### src/rtl/mips_pkg.sv
// ============================================================================
// Module      : mips_pkg
// Description : Shared constants and types for the MIPS fetch path.
// Revision    : 1.0 - initial release
// ============================================================================
`default_nettype none

package mips_pkg;

  // Encoding of the no-operation instruction (sll $0,$0,0).
  localparam logic [31:0] NOP_INSTR = 32'h0000_0000;

  // Sequential PC step between instructions.
  localparam logic [31:0] PC_INCR = 32'd4;

  // One fetched entry at the default 32-bit PC/instruction widths.
  typedef struct packed {
    logic [31:0] pc;
    logic [31:0] instr;
  } fq_entry_t;

endpackage

`default_nettype wire

### src/rtl/fetch_queue_ram.sv
// ============================================================================
// Module      : fetch_queue_ram
// Description : DEPTH-entry {pc, instr} storage, one synchronous write port
//               and one asynchronous read port. Contents are not reset.
// Revision    : 1.0 - initial release
// ============================================================================
`default_nettype none

module fetch_queue_ram #(
  parameter int DATA_W = 32,
  parameter int PC_W   = 32,
  parameter int DEPTH  = 4,
  localparam int ADDR_W = $clog2(DEPTH)
) (
  input  logic              clk,
  input  logic              we,
  input  logic [ADDR_W-1:0] waddr,
  input  logic [PC_W-1:0]   wpc,
  input  logic [DATA_W-1:0] winstr,
  input  logic [ADDR_W-1:0] raddr,
  output logic [PC_W-1:0]   rpc,
  output logic [DATA_W-1:0] rinstr
);

  // Same layout as mips_pkg::fq_entry_t, sized by this instance's widths.
  typedef struct packed {
    logic [PC_W-1:0]   pc;
    logic [DATA_W-1:0] instr;
  } entry_t;

  entry_t mem [DEPTH];

  // Write the offered entry at the write address on the clock edge.
  always_ff @(posedge clk) begin
    if (we) begin
      mem[waddr] <= '{pc: wpc, instr: winstr};
    end
  end

  assign rpc    = mem[raddr].pc;
  assign rinstr = mem[raddr].instr;

endmodule

`default_nettype wire

### src/rtl/fetch_queue.sv
// ============================================================================
// Module      : fetch_queue
// Description : Instruction-fetch queue between instruction memory and ID.
//               Buffers DEPTH {pc, instr} entries with valid/ready on both
//               sides, flushes on taken branch/jump, emits NOP when empty.
//               Optional macro FETCH_QUEUE_BYPASS_EN: an empty queue forwards
//               the incoming entry to the head combinationally.
// Revision    : 1.0 - initial release
// ============================================================================
`default_nettype none

module fetch_queue
  import mips_pkg::*;
#(
  parameter int DATA_W = 32,
  parameter int PC_W   = 32,
  parameter int DEPTH  = 4,
  localparam int CNT_W = $clog2(DEPTH) + 1
) (
  input  logic              clk,
  input  logic              rst,
  input  logic              flush,
  input  logic              push_valid,
  output logic              push_ready,
  input  logic [PC_W-1:0]   push_pc,
  input  logic [DATA_W-1:0] push_instr,
  output logic              pop_valid,
  input  logic              pop_ready,
  output logic [PC_W-1:0]   pop_pc,
  output logic [PC_W-1:0]   pop_pc_plus4,
  output logic [DATA_W-1:0] pop_instr,
  output logic [CNT_W-1:0]  count,
  output logic              full,
  output logic              empty
);

  localparam int PTR_W = $clog2(DEPTH);

  logic [PTR_W-1:0]  wr_ptr;
  logic [PTR_W-1:0]  rd_ptr;
  logic [CNT_W-1:0]  occ;
  logic [PC_W-1:0]   ram_pc;
  logic [DATA_W-1:0] ram_instr;
  logic              stored_valid;
  logic              bypass;
  logic              wr_en;
  logic              rd_en;
  logic [PC_W-1:0]   head_pc;
  logic [DATA_W-1:0] head_instr;

  assign full  = (occ == CNT_W'(DEPTH));
  assign empty = (occ == '0);
  assign count = occ;

  // Handshakes are blocked entirely during a flush; no pass-through on full.
  assign push_ready   = ~full & ~flush;
  assign stored_valid = ~empty & ~flush;

`ifdef FETCH_QUEUE_BYPASS_EN
  // Empty queue: present the incoming entry at the head in the same cycle.
  assign bypass = empty & ~flush & push_valid;
`else
  assign bypass = 1'b0;
`endif

  assign pop_valid = stored_valid | bypass;

  // A bypassed entry consumed this cycle is never stored.
  assign wr_en = push_valid & push_ready & ~(bypass & pop_ready);
  // Only stored entries advance the read side.
  assign rd_en = stored_valid & pop_ready;

  // Select the head source and mask it to NOP/PC 0 whenever nothing is valid.
  always_comb begin
    head_pc    = '0;
    head_instr = DATA_W'(NOP_INSTR);
    if (bypass) begin
      head_pc    = push_pc;
      head_instr = push_instr;
    end else if (stored_valid) begin
      head_pc    = ram_pc;
      head_instr = ram_instr;
    end
  end

  assign pop_pc       = head_pc;
  assign pop_instr    = head_instr;
  assign pop_pc_plus4 = head_pc + PC_W'(PC_INCR);

  // Pointer and occupancy update; flush empties the queue, reset wins over all.
  always_ff @(posedge clk or negedge rst) begin
    if (!rst) begin
      wr_ptr <= '0;
      rd_ptr <= '0;
      occ    <= '0;
    end else if (flush) begin
      wr_ptr <= '0;
      rd_ptr <= '0;
      occ    <= '0;
    end else begin
      if (wr_en) begin
        wr_ptr <= wr_ptr + PTR_W'(1);
      end
      if (rd_en) begin
        rd_ptr <= rd_ptr + PTR_W'(1);
      end
      if (wr_en && !rd_en) begin
        occ <= occ + CNT_W'(1);
      end else if (rd_en && !wr_en) begin
        occ <= occ - CNT_W'(1);
      end
    end
  end

  fetch_queue_ram #(
    .DATA_W (DATA_W),
    .PC_W   (PC_W),
    .DEPTH  (DEPTH)
  ) u_ram (
    .clk    (clk),
    .we     (wr_en),
    .waddr  (wr_ptr),
    .wpc    (push_pc),
    .winstr (push_instr),
    .raddr  (rd_ptr),
    .rpc    (ram_pc),
    .rinstr (ram_instr)
  );

endmodule

`default_nettype wire

### config.mk
export PLATFORM = sky130hd
export DESIGN_NAME = fetch_queue
export DESIGN_NICKNAME = d
export VERILOG_FILES = /design/src/rtl/mips_pkg.sv /design/src/rtl/fetch_queue_ram.sv /design/src/rtl/fetch_queue.sv
export SDC_FILE = /design/constraint.sdc
export NUM_CORES = 1
export LEC_CHECK = 0
export CORE_ASPECT_RATIO = 1.75
export CORE_MARGIN = 3
export CORE_UTILIZATION = 35
export CTS_BUF_LIST = sky130_fd_sc_hd__clkbuf_8
export DETAILED_ROUTE_END_ITERATION = 6
export PLACE_DENSITY = 0.63
export SYNTH_ARGS = -nofsm -noshare
export SYNTH_HDL_FRONTEND = slang
export SYNTH_SLANG_ARGS = --single-unit
export TNS_END_PERCENT = 20
### constraint.sdc
create_clock -name clk -period 12.75 [get_ports clk]
set_clock_uncertainty 0.15 [all_clocks]
set_input_delay 2.55 -clock clk [delete_from_list [all_inputs] [get_ports clk]]
set_output_delay 2.55 -clock clk [all_outputs]
set_load 0.01 [all_outputs]
## Word level (Yosys, flattened, before mapping)

Memories as Yosys holds them, arrays and structs flattened.
Index checks and enable logic that the tools add are counted.

| storage, ports and cells | value |
|---|---|
| word-level logic and storage cells | 36 |
| output and inout bits | 103 |
| bits of input ports | 69 |
| RAM bits | 256 |
| register bits | 7 |
| memories | 1 |

| operators by class | value |
|---|---|
| muxes and demuxes | 11 |
| $add $sub $neg | 5 |
| reduce and logical (&&, ||, !) cells | 8 |
| bitwise logic cells | 7 |
| equal/unequal tests | 1 |

Memory list:

| name | words | bits a word | read ports | clocked after Yosys merged registers in | write ports | line | text |
|---|---|---|---|---|---|---|---|
| u_ram.mem | 4 | 64 | 1 | 0 | 1 | fetch_queue_ram.sv:31 | `entry_t mem [DEPTH];` |

Operator list:

| kind | number |
|---|---|
| two-way mux 32 bit | 2 |
| adder 32 x 3 -> 32 bit, second input constant | 1 |
| two-way mux 3 bit | 3 |
| two-way mux 2 bit | 4 |
| adder 2 x 1 -> 2 bit, second input constant | 2 |
| bitwise AND 1 bit | 4 |
| nonzero test 2 bit | 2 |
| adder 3 x 1 -> 3 bit, second input constant | 1 |
| equality test 3 bit, second input constant | 1 |
| zero test 3 bit | 1 |
| inverter 1 bit | 3 |
| nonzero test 3 bit | 1 |
| subtractor 3 x 1 -> 3 bit, second input constant | 1 |
| logical AND 1 bit | 2 |
| zero test 1 bit | 2 |
| two-way mux 1 bit | 2 |

## Longest topological paths before layout

Gate-level depths: netlist of run 1.

| logic depth | value |
|---|---|
| depth in word-level cells | 9 |
| depth in mapped cells | 13 |

## Modules after synthesis

Synthesis of run 1 repeated with hierarchy kept, for this count alone.

| unflattened totals | value |
|---|---|
| cells, all modules | 566 |
| area total of the unflattened synthesis | 10924.2 um^2 |

By module, submodules not included:

| module | times used | area an instance (um^2) | cells an instance |
|---|---|---|---|
| fetch_queue_ram | 1 | 9341.5 | 338 |
| fetch_queue | 1 | 1582.8 | 228 |

## Worst setup path before layout of run 1

Ideal clock, no wire load.

| timing path | value |
|---|---|
| path type | input -> output |
| start | in flush |
| end | out pop_pc_plus4[18] |
| buffers on the path | 3 |
| arrival | 5226 ps |
| cell stages on the path | 12 |
| path slack | 4824 ps |
| required time | 10050 ps |
| cells stage by stage | clkbuf_1 -> inv_1 -> clkbuf_1 -> clkbuf_1 -> and3_1 -> ha_1 -> nand2_1 -> o22ai_1 -> nand3_1 -> or4_2 -> nor4_1 -> xor2_1 |

| on the way | value |
|---|---|
| word-level cells in the longest chain between the ends | 4 |

RTL lines:

| element | line | text |
|---|---|---|
| start: declaration | fetch_queue.sv:22 | `input logic flush,` |
| inverter 1 bit | fetch_queue.sv:57 | `assign stored_valid = ~empty & ~flush;` |
| bitwise AND 1 bit | fetch_queue.sv:57 |  |
| two-way mux 32 bit | fetch_queue.sv:80 | `end else if (stored_valid) begin` |
| via pop_pc[3] | fetch_queue.sv:29 | `output logic [PC_W-1:0] pop_pc,` |
| adder 32 x 3 -> 32 bit | fetch_queue.sv:88 | `assign pop_pc_plus4 = head_pc + PC_W'(PC_INCR);` |
| end: declaration | fetch_queue.sv:30 | `output logic [PC_W-1:0] pop_pc_plus4,` |

The timed path passes the listed nets, and every way through them passes these cells.

## Worst setup path after layout of run 1

| timing path | value |
|---|---|
| start | in flush |
| end | out pop_pc_plus4[18] |

| on the way | value |
|---|---|
| word-level cells in the longest chain between the ends | 4 |

RTL lines:

| element | line |
|---|---|
| inverter 1 bit | fetch_queue.sv:57 |
| bitwise AND 1 bit | fetch_queue.sv:57 |
| two-way mux 32 bit | fetch_queue.sv:80 |
| adder 32 x 3 -> 32 bit | fetch_queue.sv:88 |

No other way between the ends.

==> results_dict.tcl, run 1 <==
set metrics [dict create \
    drive_above_1_share_pct 16.0 \
    numCtsBuffers 41 \
    avgSynthCellArea_sq_um 19.0 \
    required_ns 10.05 \
    syn_nets 651 \
    grt_use_met3_pct 3.00 \
    synthesis.area_sq_mm 0.0109 \
    cts_tree "yes" \
    grt_max_degree 68 \
    grt_pass1_vias 6479 \
    cts_hold_buf 0 \
    tns_ns 0 \
    synth_cells 576 \
    top_usage_layer "met2" \
    slew_violations 0 \
    placed_area_sq_mm 0.0130 \
    ctsResizeCount 0 \
    synth_area_leaders "edfxtp_1, mux4_2, mux4_1" \
    fin_nets 838 \
    synth_cell_types 50 \
    setup_viol 0 \
    synthSimpleGateAreaFrac_pct 7.67 \
    totalWireLength_mm 25.3 \
    worstPathArrival_ns 6.43 \
    clock-sinks 263 \
    ys_ff_latch 263 \
    fin_cells 1186 \
    dp_hpwl_mm 15.3 \
    fillerInstances 2706 \
    cp_max_fo 60 \
    ir_drop_mv 0.242 \
    grt_pass1_wl_mm 38.1 \
    die-area_sq_mm 0.0335 \
    yosysTopAreaCellShare_pct 70.3 \
    maxSlewHeadroom_pct 29.9 \
    worst_pin_slew_ns 1.05 \
    gr-usage-met2_pct 28.0 \
    crit_path_end_kind "primary output" \
    p_per_area_mw_per_mm2 180 \
    final_antenna_net_count 0 \
    grtUsageMet1_pct 16.2 \
    drc_errors 0 \
    ys.flop_type "edfxtp_1" \
    h-tree-depth 2 \
    crit_type "in2out" \
    cp-start-kind "primary input" \
    grt_usage_pct 15.0 \
    hp-class "reg2reg" \
    synth_top_family_by_area "multiplexers" \
    yosysSeqAreaShare_pct 71.9 \
    yosys_warnings 0 \
    initialDrtViolationCount 295 \
    start_util_pct 35.6 \
    yosysTopAreaCell "edfxtp_1" \
    wl_per_cell_um 21.3 \
    grt_overflow 0 \
    status "completed" \
    muxShareOfSynthArea_pct 14.0 \
    vias 5982 \
    via_per_inst 5.04 \
    dr.pass1.iters 4 \
    synth_fa_ha_area_share_pct 0.756 \
    portBuffers 171 \
    gp_congestion 0.787 \
    antenna_found_initial 4 \
    period_needed_ns 9.13 \
    placed_cells 1111 \
    final_cell_mix "edfxtp_1, clkdlybuf4s50_1, and3_1, mux4_2, clkbuf_8" \
    layout.cells.most_common "edfxtp_1" \
    synth_edf_count 256 \
    final_area_sq_mm 0.0138 \
    core_sq_mm 0.0307 \
    rsz0062_at_grt "no" \
    post_cts_buffers 0 \
    period_share_pct 71.6 \
    synth_compound_area_share_pct 0.504 \
    die_w_um 140 \
    hold_viol 0 \
    max_freq_mhz 109 \
    power_leakage_nw 4.65 \
    ctsRootBufferMaster "clkbuf_8" \
    max_cap_violations 0 \
    clk_latency_ns 0.54 \
    async_flop_share_pct 2.66 \
    ioPinCount 172 \
    die_h_um 240 \
    rows 85 \
    clk_pin_slew_ns 0.07 \
    area_growth_pct 25.9 \
    synth_xor_area_share_pct 2.64 \
    clockBufferDepth 3 \
]
==> registers in the layout (all words and copies together) (netlist names) <==
register   flops
u_ram.mem    256
count          3
wr_ptr         2
rd_ptr         2
==> area by class of cell <==
class / instances / area, sq um / area share [%]
Antenna cell: 2 / 5.00 / 0.0364
Timing Repair Buffer: 179 / 1770 / 12.9
Inverter: 18 / 67.6 / 0.491
Multi-Input combinational cell: 260 / 2820 / 20.5
Tap cell: 391 / 489 / 3.56
Clock inverter: 32 / 168 / 1.22
Sequential cell: 263 / 7870 / 57.2
Clock buffer: 41 / 564 / 4.10
==> power breakdown <==
group	total, W	internal [W]	switching [W]
clock network	0.000640	0.000322	0.000318
registers	0.00106	0.00101	0.0000411
logic	0.000775	0.000396	0.000378
total	0.00247	0.00173	0.000737
==> final timing paths <==
path,startpoint,to,slack (ns),cells past startpoint
setup / recovery,flush,pop_pc_plus4[18],3.62,13
hold / removal,count[2]$_DFFE_PN0P_,count[2]$_DFFE_PN0P_,0.43,2
setup reg to reg,count[0]$_DFFE_PN0P_,count[1]$_DFFE_PN0P_,9.58,9
hold reg to reg,count[2]$_DFFE_PN0P_,count[2]$_DFFE_PN0P_,0.43,2
max in group asynchronous,rst,rd_ptr[1]$_DFFE_PN0P_,10.02,1
min in group asynchronous,rst,count[2]$_DFFE_PN0P_,2.13,1
==> worst max-delay path, stage by stage <==
cell,delay [ns]
clkdlybuf4s50_1,0.59
inv_2,0.10
buf_4,0.51
nand3_1,0.25
inv_1,0.13
ha_1,0.23
nand2_1,0.07
o22ai_1,0.22
nand3_1,0.16
or4_2,0.63
nor4_1,0.26
xor2_1,0.17
clkdlybuf4s50_1,0.54
==> cells by family after synthesis <==
group | Yosys count
flops | 263
simple gates | 146
mux | 67
buf+inv | 53
xor+xnor | 33
compound gates | 8
fa+ha+maj | 6
==> synth_stat cells (all sizes together), types with 2 or more instances <==
cell type and n:
a211oi 2, a21oi 2, and2 3, and3 59
buf 15, clkbuf 20, dfrtp 7, edfxtp 256
ha 5, inv 17, mux2i 3, mux4 64
nand2 23, nand2b 2, nand3 17, nand4 2
nor2 18, nor3 6, nor3b 2, nor4 3
or3 3, or4 3, xnor2 18, xor2 15
==> stage by stage <==
| step | worst slack [ns] | power [W] | hold slack [ns] | util, % |
|---|---|---|---|---|
| 6_report | 3.62 | 0.00247 | 0.431 | 44.7 |
| 5_1_grt | 3.25 | 0.00260 | 0.467 | 44.7 |
| 4_1_cts | 3.58 | 0.00252 | 0.432 | 44.7 |
| 3_5_place_dp | 3.58 | 0.00186 | 0.422 | 42.3 |
| 3_3_place_gp | 3.63 | 0.00186 | 0.417 | 42.3 |
| 2_1_floorplan | 4.82 | 0.00152 | 0.426 | - |
==> layer usage <==
layer  wire (um)  share of wire (%)  up-vias
met5           7              0.028        -
met4         907                3.6        2
met3        1250                4.9       50
met2       13800                 55      167
met1        9340                 37     3075
li1            -                  -     2688
No activity file was read; power rests on OpenSTA's default activity.
==> inputs of run 2 (changes only) <==
--- a/config.mk
+++ b/config.mk
@@ -10,7 +10,7 @@
 export CORE_UTILIZATION = 35
 export CTS_BUF_LIST = sky130_fd_sc_hd__clkbuf_8
 export DETAILED_ROUTE_END_ITERATION = 6
-export PLACE_DENSITY = 0.63
+export PLACE_DENSITY = 0.65
 export SYNTH_ARGS = -nofsm -noshare
 export SYNTH_HDL_FRONTEND = slang
 export SYNTH_SLANG_ARGS = --single-unit
==> constraint.sdc (replaced) <==
create_clock -name clk -period 7.6 [get_ports clk]
set_clock_uncertainty 0.15 [all_clocks]
set_input_delay 1.52 -clock clk [delete_from_list [all_inputs] [get_ports clk]]
set_output_delay 1.52 -clock clk [all_outputs]
set_load 0.01 [all_outputs]
==> run 2 against run 1 <==
Compared with the run above: register-to-register slack lost 5.3 ns; critical path depth shrank 4; worst setup slack lost 2.7 ns; clock power grew 70%; wire length shrank 1.1%; highest routed layer unchanged; critical path type unchanged; largest power group unchanged.
==> results_dict.tcl, run 2 (synthesis results as in run 1) <==
set metrics [dict create \
    dp_hpwl_mm 15.3 \
    totalWireLength_mm 25.0 \
    clock-sinks 263 \
    rsz0062_at_grt "no" \
    antenna_found_initial 5 \
    initialDrtViolationCount 389 \
    die_w_um 140 \
    final_area_sq_mm 0.0138 \
    area_growth_pct 26.1 \
    wl_per_cell_um 21.1 \
    ctsResizeCount 0 \
    maxSlewHeadroom_pct 31.0 \
    cp-start-kind "primary input" \
    worst_pin_slew_ns 1.03 \
    r2r_slack_ns 4.32 \
    cp_max_fo 31 \
    tns_ns 0 \
    period_share_pct 88.0 \
    dr.pass1.iters 4 \
    gp_congestion 0.828 \
    die_h_um 240 \
    slew_violations 0 \
    via_per_inst 5.01 \
    layout.cells.most_common "edfxtp_1" \
    cp_slowest_cell "clkdlybuf4s50_1" \
    grt_overflow 0 \
    largest_reg_flops 256 \
    crit_type "in2out" \
    clk_pin_slew_ns 0.06 \
    clk_latency_ns 0.53 \
    hold_viol 0 \
    holdPathStages 2 \
    max_freq_mhz 150 \
    ir_drop_mv 0.285 \
    path_cells "clkdlybuf4s50_1 -> inv_2 -> buf_4 -> nand3_1 -> or4b_4 -> or4_4 -> nor3b_2 -> xor2_1 -> clkdlybuf4s50_1" \
    post_cts_buffers 0 \
    h-tree-depth 2 \
    grt_max_degree 65 \
    placed_area_sq_mm 0.0130 \
    reg2regPathDepth 8 \
    hp-class "reg2reg" \
    cts_hold_buf 0 \
    max_cap_violations 0 \
    worst_path_largest_cell_delay_ns 0.61 \
    fin_nets 838 \
    drc_errors 0 \
    required_ns 5.93 \
    fin_util_pct 44.8 \
    drive_above_1_share_pct 16.2 \
    power_leakage_nw 4.67 \
    setup_viol 0 \
    holdPathEnd "count[2]$_DFFE_PN0P_" \
    ioPinCount 172 \
    cp_common_cell "clkdlybuf4s50_1" \
    r2r-end "count[1]$_DFFE_PN0P_" \
    status "completed" \
    rows 85 \
    final_antenna_net_count 0 \
    ctsRootBufferMaster "clkbuf_8" \
    grt_pass1_vias 6437 \
    p_per_area_mw_per_mm2 302 \
    die-area_sq_mm 0.0335 \
    vias 5941 \
    period_needed_ns 6.68 \
    hp-start "count[2]$_DFFE_PN0P_" \
    cts_tree "yes" \
    portBuffers 171 \
    regToRegStartpoint "count[0]$_DFFE_PN0P_" \
    numCtsBuffers 40 \
    regMostFlops "u_ram.mem" \
    grt_usage_pct 14.9 \
    grt_pass1_wl_mm 37.9 \
    start_util_pct 35.6 \
    core_sq_mm 0.0307 \
    worstPathArrival_ns 5.01 \
    fillerInstances 2713 \
    finalPower_w 0.00416 \
    final_cell_mix "edfxtp_1, clkdlybuf4s50_1, and3_1, mux4_2, clkbuf_8" \
    crit_path_end_kind "primary output" \
    clockBufferDepth 3 \
]
## run 2: cell types whose count changed in the layout (fill, tap and decap cells not counted), sizes merged
cell      delta
buf          +1
clkbuf       +3
clkinv       -3
clkinvlp     -3
diode        +2
## run 2: metrics by stage
stage	worst slack (ns)	hold slack (ns)	std cells
2_1_floorplan	1.73	0.426	576
3_3_place_gp	0.923	0.444	1112
3_5_place_dp	0.914	0.468	1112
4_1_cts	0.905	0.477	1182
5_1_grt	0.732	0.513	1185
6_report	0.916	0.474	1186
## run 2: per-layer routing
layer  up-vias  GRT usage [%]  share of wire, %  routed length, um
met5         -              0             0.032                  8
met4         2           7.23               3.8                956
met3        49           3.04               4.8               1210
met2       172           26.8                54              13600
met1      3023           16.8                37               9270
li1       2695              -                 -                  -
## run 2: worst max-delay path: cells and delay by family
| family | cells | cell delay, ns |
|---|---|---|
| buffers and inverters | 4 | 1.65 |
| xor gates and xnor gates | 1 | 0.16 |
| and+or+nand+nor | 4 | 1.67 |
## run 2: area by class of cell
cell class / instances / area [sq um] / share of cell area [%]
sequential: 263 / 7870 / 57.1
multi-input combinational: 260 / 2820 / 20.5
timing repair buffer: 180 / 1780 / 12.9
clock buffer: 44 / 606 / 4.40
tap: 391 / 489 / 3.55
clock inverter: 26 / 138 / 0.999
inverter: 18 / 67.6 / 0.490
antenna: 4 / 10.0 / 0.0727
## run 2: where the power goes
| group | internal [W] | total, W | switching (W) |
|---|---|---|---|
| combinational | 0.000665 | 0.00127 | 0.000600 |
| clock | 0.000566 | 0.00109 | 0.000519 |
| sequential | 0.00170 | 0.00181 | 0.000105 |
| total | 0.00293 | 0.00416 | 0.00122 |
## run 2: how the worst max path moves through the flow
stage | slack (ns) | startpoint | depth (start not counted) | endpoint
4_1_cts | 0.91 | flush | 9 | pop_pc_plus4[24]
3_5_place_dp | 0.91 | flush | 9 | pop_pc_plus4[24]
2_1_floorplan | 1.73 | flush | 12 | pop_pc_plus4[18]
3_3_place_gp | 0.92 | flush | 9 | pop_pc_plus4[24]
5_1_grt | 0.73 | flush | 9 | pop_pc_plus4[30]
6_report | 0.92 | flush | 9 | pop_pc_plus4[24]
